<file path="src/rtl/hazard_control_unit.sv">
`default_nettype none
// ============================================================================
// Module   : hazard_control_unit
// Purpose  : Load-use, branch and MDU interlocks plus stall/flush counters.
// Revision : 1.0
// ============================================================================
module hazard_control_unit #(
    parameter int MDU_LATENCY = 32
) (
    input  logic        clk,
    input  logic        rst,
    input  logic [4:0]  IFID_RegRs,
    input  logic [4:0]  IFID_RegRt,
    input  logic        IFID_UsesRt,
    input  logic        IFID_IsBranch,
    input  logic        IFID_IsMDU,
    input  logic        IFID_ReadsHiLo,
    input  logic        IDEX_MemRead,
    input  logic        IDEX_RegWrite,
    input  logic        IDEX_MDUStart,
    input  logic [4:0]  IDEX_RegRd,
    input  logic        EXMEM_MemRead,
    input  logic [4:0]  EXMEM_RegRd,
    input  logic        BranchTaken,
    output logic        PCWrite,
    output logic        IFID_Write,
    output logic        IFID_Flush,
    output logic        IDEX_Bubble,
    output logic        MDU_Busy,
    output logic [15:0] StallCycles,
    output logic [15:0] FlushCount
);

    typedef enum logic [0:0] {
        IDLE = 1'b0,
        BUSY = 1'b1
    } mdu_state_t;

    localparam logic [5:0]  C_MDU_LOAD = 6'(MDU_LATENCY - 1);
    localparam logic [15:0] C_SAT      = 16'hFFFF;

    mdu_state_t  state_q, state_d;
    logic [5:0]  cnt_q, cnt_d;
    logic [15:0] stall_cnt_q, stall_cnt_d;
    logic [15:0] flush_cnt_q, flush_cnt_d;

    logic w_busy;
    logic w_load_use;
    logic w_branch;
    logic w_mdu;
    logic w_stall;
    logic w_flush;

    // Register 0 never produces a hazard; rt only matters when it is a source.
    function automatic logic f_hit(input logic [4:0] r, input logic [4:0] rs,
                                   input logic [4:0] rt, input logic uses_rt);
        return (r != 5'd0) && ((r == rs) || (uses_rt && (r == rt)));
    endfunction

    always_comb begin
        w_busy     = (state_q == BUSY);
        w_load_use = IDEX_MemRead &&
                     f_hit(IDEX_RegRd, IFID_RegRs, IFID_RegRt, IFID_UsesRt);
        w_branch   = IFID_IsBranch &&
                     ((IDEX_RegWrite && f_hit(IDEX_RegRd, IFID_RegRs, IFID_RegRt, IFID_UsesRt)) ||
                      (EXMEM_MemRead && f_hit(EXMEM_RegRd, IFID_RegRs, IFID_RegRt, IFID_UsesRt)));
        w_mdu      = (IFID_IsMDU || IFID_ReadsHiLo) && (w_busy || IDEX_MDUStart);
        w_stall    = !rst && (w_load_use || w_branch || w_mdu);
        // Branch outcome is meaningless while its operands are still in flight.
        w_flush    = !rst && !w_stall && BranchTaken;

        PCWrite     = !w_stall;
        IFID_Write  = !w_stall;
        IDEX_Bubble = w_stall;
        IFID_Flush  = w_flush;
        MDU_Busy    = w_busy && !rst;
        StallCycles = stall_cnt_q;
        FlushCount  = flush_cnt_q;
    end

    always_comb begin
        state_d = state_q;
        cnt_d   = cnt_q;
        case (state_q)
            IDLE: begin
                if (IDEX_MDUStart) begin
                    state_d = BUSY;
                    cnt_d   = C_MDU_LOAD;
                end
            end
            BUSY: begin
                if (cnt_q == 6'd0) begin
                    state_d = IDLE;
                end else begin
                    cnt_d = cnt_q - 6'd1;
                end
            end
            default: begin
                state_d = IDLE;
                cnt_d   = 6'd0;
            end
        endcase

        stall_cnt_d = stall_cnt_q;
        if (w_stall && (stall_cnt_q != C_SAT)) begin
            stall_cnt_d = stall_cnt_q + 16'd1;
        end
        flush_cnt_d = flush_cnt_q;
        if (w_flush && (flush_cnt_q != C_SAT)) begin
            flush_cnt_d = flush_cnt_q + 16'd1;
        end
    end

    always_ff @(posedge clk) begin
        if (rst) begin
            state_q     <= IDLE;
            cnt_q       <= 6'd0;
            stall_cnt_q <= 16'd0;
            flush_cnt_q <= 16'd0;
        end else begin
            state_q     <= state_d;
            cnt_q       <= cnt_d;
            stall_cnt_q <= stall_cnt_d;
            flush_cnt_q <= flush_cnt_d;
        end
    end

endmodule
`default_nettype wire

</file>
<file path="config.mk">
export PLATFORM = sky130hd
export DESIGN_NAME = hazard_control_unit
export DESIGN_NICKNAME = d
export VERILOG_FILES = /design/src/rtl/hazard_control_unit.sv
export SDC_FILE = /design/constraint.sdc
export NUM_CORES = 1
export LEC_CHECK = 0
export BUFFER_PORTS_ARGS = -buffer_cell sky130_fd_sc_hd__buf_2
export CORE_MARGIN = 4
export CORE_UTILIZATION = 47
export CTS_CLUSTER_DIAMETER = 200
export CTS_CLUSTER_SIZE = 14
export DETAILED_ROUTE_END_ITERATION = 8
export PLACE_DENSITY = 0.77
export SETUP_SLACK_MARGIN = 0.02
export SLEW_MARGIN = 5
export SYNTH_ARGS = -nofsm -noshare
export SYNTH_HDL_FRONTEND = slang
export SYNTH_SLANG_ARGS = --single-unit
export TNS_END_PERCENT = 10
</file>
<file path="constraint.sdc">
create_clock -name clk -period 2.1 [get_ports clk]
set_clock_uncertainty 0.05 [all_clocks]
set_input_delay 0.315 -clock clk [delete_from_list [all_inputs] [get_ports clk]]
set_output_delay 0.315 -clock clk [all_outputs]
set_load 0.05 [all_outputs]
</file>
==> results.py <==
metrics = {
    "critical_path": {
        "cp_data_arrival_time_ns": 1.80,
        "cp-end-kind": "primary output",
        "reg2reg_depth": 7,
        "worstSetupStartpointType": "primary input",
        "crit_type": "primary input to primary output",
        "path_max_fanout": 3,
        "cp.required_ns": 1.74,
    },
    "floorplan": {
        "initial_core_util_pct": 48.82,
        "dieArea_um2": 6091,
        "die_w_um": 78.05,
        "core-area_um2": 4723,
        "io_pins": 68,
        "fp-row-count": 25,
        "die_y_um": 78.05,
    },
    "outcome": {
        "outcome": "finished, violations left",
        "failed_checks": "setup timing",
    },
    "power_and_ir_drop": {
        "ir_worst_vdd_uv": 402.3,
        "p_seq_share_pct": 47.0,
        "leakagePower_nw": 1.349,
        "pwr-share-comb_pct": 23.5,
        "p_switching_w": 0.0005106,
        "pwr-share-clk_pct": 29.4,
        "intPower_w": 0.001168,
        "p_per_area_nw_per_um2": 527.0,
        "swShare_pct": 30.43,
    },
    "finish": {
        "insertedDiodeCount": 0,
        "final.fill_count": 396,
        "nets": 396,
        "areaGrowthSynthToFinish_pct": 38.09,
        "drive_gt1_share_pct": 41.87,
        "instances_no_fill": 430,
    },
    "yosys": {
        "synth_area_leaders": "dfxtp_1 (34%), xor2_1 (6.8%), nor2_1 (5.4%), a21oi_1 (4.3%), xnor2_1 (3.8%)",
        "synth-main-ff-cell": "dfxtp_1",
        "synth_edf_count": 0,
        "syn_area_per_cell_um2": 8.541,
        "synth_async_sr_flop_share_pct": 0,
        "synth_nets": 304,
        "ys_ff_latch": 39,
        "synthCells": 270,
        "synth_top_cell_by_area": "dfxtp_1",
        "ys_top_cells_by_count": "dfxtp_1 (39), nor2_1 (33), a21oi_1 (20)",
        "synth.cell_area_um2": 2306,
        "ys_types": 55,
        "yosysWarnings": 0,
        "ys_seq_area_share_pct": 33.86,
        "yosysMostFrequentCell": "dfxtp_1",
        "yosysTopAreaCellShare_pct": 33.86,
    },
    "detailed_routing": {
        "finalWirelength_um": 5936,
        "wl_per_cell_um": 13.80,
        "drt_iter0_markers": 92,
        "drtPass1Iterations": 4,
        "vias": 2326,
        "vias_per_cell": 5.409,
        "drc": 0,
        "postRouteAntennaNets": 0,
    },
    "clocking": {
        "clock_latency_ns": 0.29,
        "cts_buffer_depth": 2,
        "clkTransAtPathRegs_ns": 0.07,
        "ctsHoldBuffers": 0,
        "numCtsBuffers": 5,
        "cts_sinks": 39,
        "tritoncts": "yes",
        "cts_max_level": 2,
        "ctsRootBufferMaster": "clkbuf_8",
    },
    "place": {
        "io_buffers": 67,
        "dp_cells": 417,
        "place_congestion": 0.8779,
        "hpwl_um": 4430,
        "pre_cts_ws_ns": -0.2602,
    },
    "timing": {
        "period_minus_slack_ns": 2.168,
        "fin_crit_sh_pct": 103.2,
        "relSlewSlack_pct": 77.96,
        "max_freq_mhz": 461.3,
        "final.setup.worst_slack_ns": -0.06800,
        "slew_violations": 0,
        "worst_pin_slew_ns": 0.3271,
        "setup_viol": 4,
        "rsz0062_at_grt": "yes",
        "hold_viol": 0,
    },
    "grt": {
        "grt_max_degree": 21,
        "grt_use_total_pct": 20.25,
        "antenna_found_initial": 0,
        "grt_pass1_vias": 2294,
        "grt_pass1_wl_um": 10140,
        "grt_remaining_overflow": 0,
    },
    "worst_hold_path": {
        "hold_depth": 2,
        "hold_class": "primary input to flop",
    },
    "run": {
        "cap_viol_max_count": 0,
    },
}
-- critical path: stages --
cell and delay, ns:
buf_8 0.10, or4_4 0.52, nor2_2 0.14, o31a_4 0.17, buf_6 0.11, nand2_8 0.05
nor3b_4 0.21, buf_6 0.18
-- cells by family after synthesis --
group / count (synthesis) / share of synthesized area, %
mux: 11 / 5.426
compound gates: 50 / 15.85
simple gates: 118 / 28.49
xor+xnor: 28 / 10.63
flops: 39 / 33.86
fa+ha+maj: 3 / 1.628
buf+inv: 21 / 4.123
-- power by group through the flow --
stage	Sequential [W]	Clock, W	Combinational, W
6_report	0.000789	0.000494	0.000395
4_1_cts	0.000787	0.000510	0.000388
3_3_place_gp	0.000803	0	0.000354
3_5_place_dp	0.000804	0	0.000359
2_1_floorplan	0.000835	0	0.000208
5_1_grt	0.000792	0.000545	0.000430
-- metrics by stage --
stage               hold slack, ns  total power, W  util, %  setup TNS (ns)  area, µm²
finish                      0.3375        0.001678    67.42         -0.1126       3184
global route                0.3543        0.001767    67.42          -1.019       3184
CTS                         0.3131        0.001684    66.68         -0.1804       3149
detailed placement          0.4386        0.001163    62.76          -5.097       2964
global placement            0.4365        0.001158    62.76          -3.832       2964
floorplan                   0.4222        0.001043        -        -0.06956       2434
-- state kept, by name, summed over array words and instances (netlist names) --
signal and count:
cnt_q 6, FlushCount 16, state_q 1, StallCycles 16
-- layer usage --
layer	global-route usage, %	wire length (µm)	vias up
li1	-	-	1149
met1	23.34	2558	1092
met2	36.30	2979	72
met3	4.702	288	13
met4	7.517	110	0
met5	0	0	-
-- layout make-up --
class                   instances  area [µm²]  area share, %
multi-input cells             210        1534          48.17
flip-flops and latches         39       824.5          25.89
repair buffers                 95       614.3          19.29
well taps                      67       83.83          2.633
clock buffers                   7       76.32          2.397
inverters                      11       45.04          1.415
clock inverters                 1       6.256         0.1965
-- worst paths after layout --
| kind | startpoint | endpoint | slack, ns |
|---|---|---|---|
| hold / removal | rst | state_q | 0.34 |
| setup / recovery | EXMEM_RegRd[4] | IFID_Flush | -0.07 |
| setup reg to reg | StallCycles[3] | StallCycles[4] | 0.15 |
| hold reg to reg | FlushCount[15] | FlushCount[15] | 0.45 |
-- cell usage in the layout, fill, tap and decap left out, drive strengths merged, types with 2 or more instances in the layout --
master | Yosys | layout
clkbuf | 5 | 7
buf | 5 | 95
a31o | 2 | 2
nand3 | 15 | 15
or3 | 6 | 6
a21o | 2 | 2
ha | 3 | 3
nor2 | 33 | 33
nor4 | 4 | 4
a211oi | 3 | 3
nand4 | 10 | 10
dfxtp | 39 | 39
a311oi | 2 | 2
o21ai | 8 | 8
a21oi | 21 | 21
or4 | 6 | 6
nand2 | 10 | 10
mux2i | 2 | 2
inv | 11 | 11
and3 | 5 | 5
nand2b | 3 | 3
o31ai | 5 | 5
nor2b | 9 | 9
xnor2 | 10 | 10
nor3b | 3 | 3
xor2 | 18 | 18
mux2 | 9 | 9
or2 | 3 | 3
nor3 | 7 | 7
-- timing repair --
action                                  4_1_cts  5_1_grt
pin swaps                                    11        6
endpoints found under the setup margin        4       28
gates resized for setup                      18        7
setup buffers                                 5        0
Note: power is estimated with default switching activity, not from simulation.
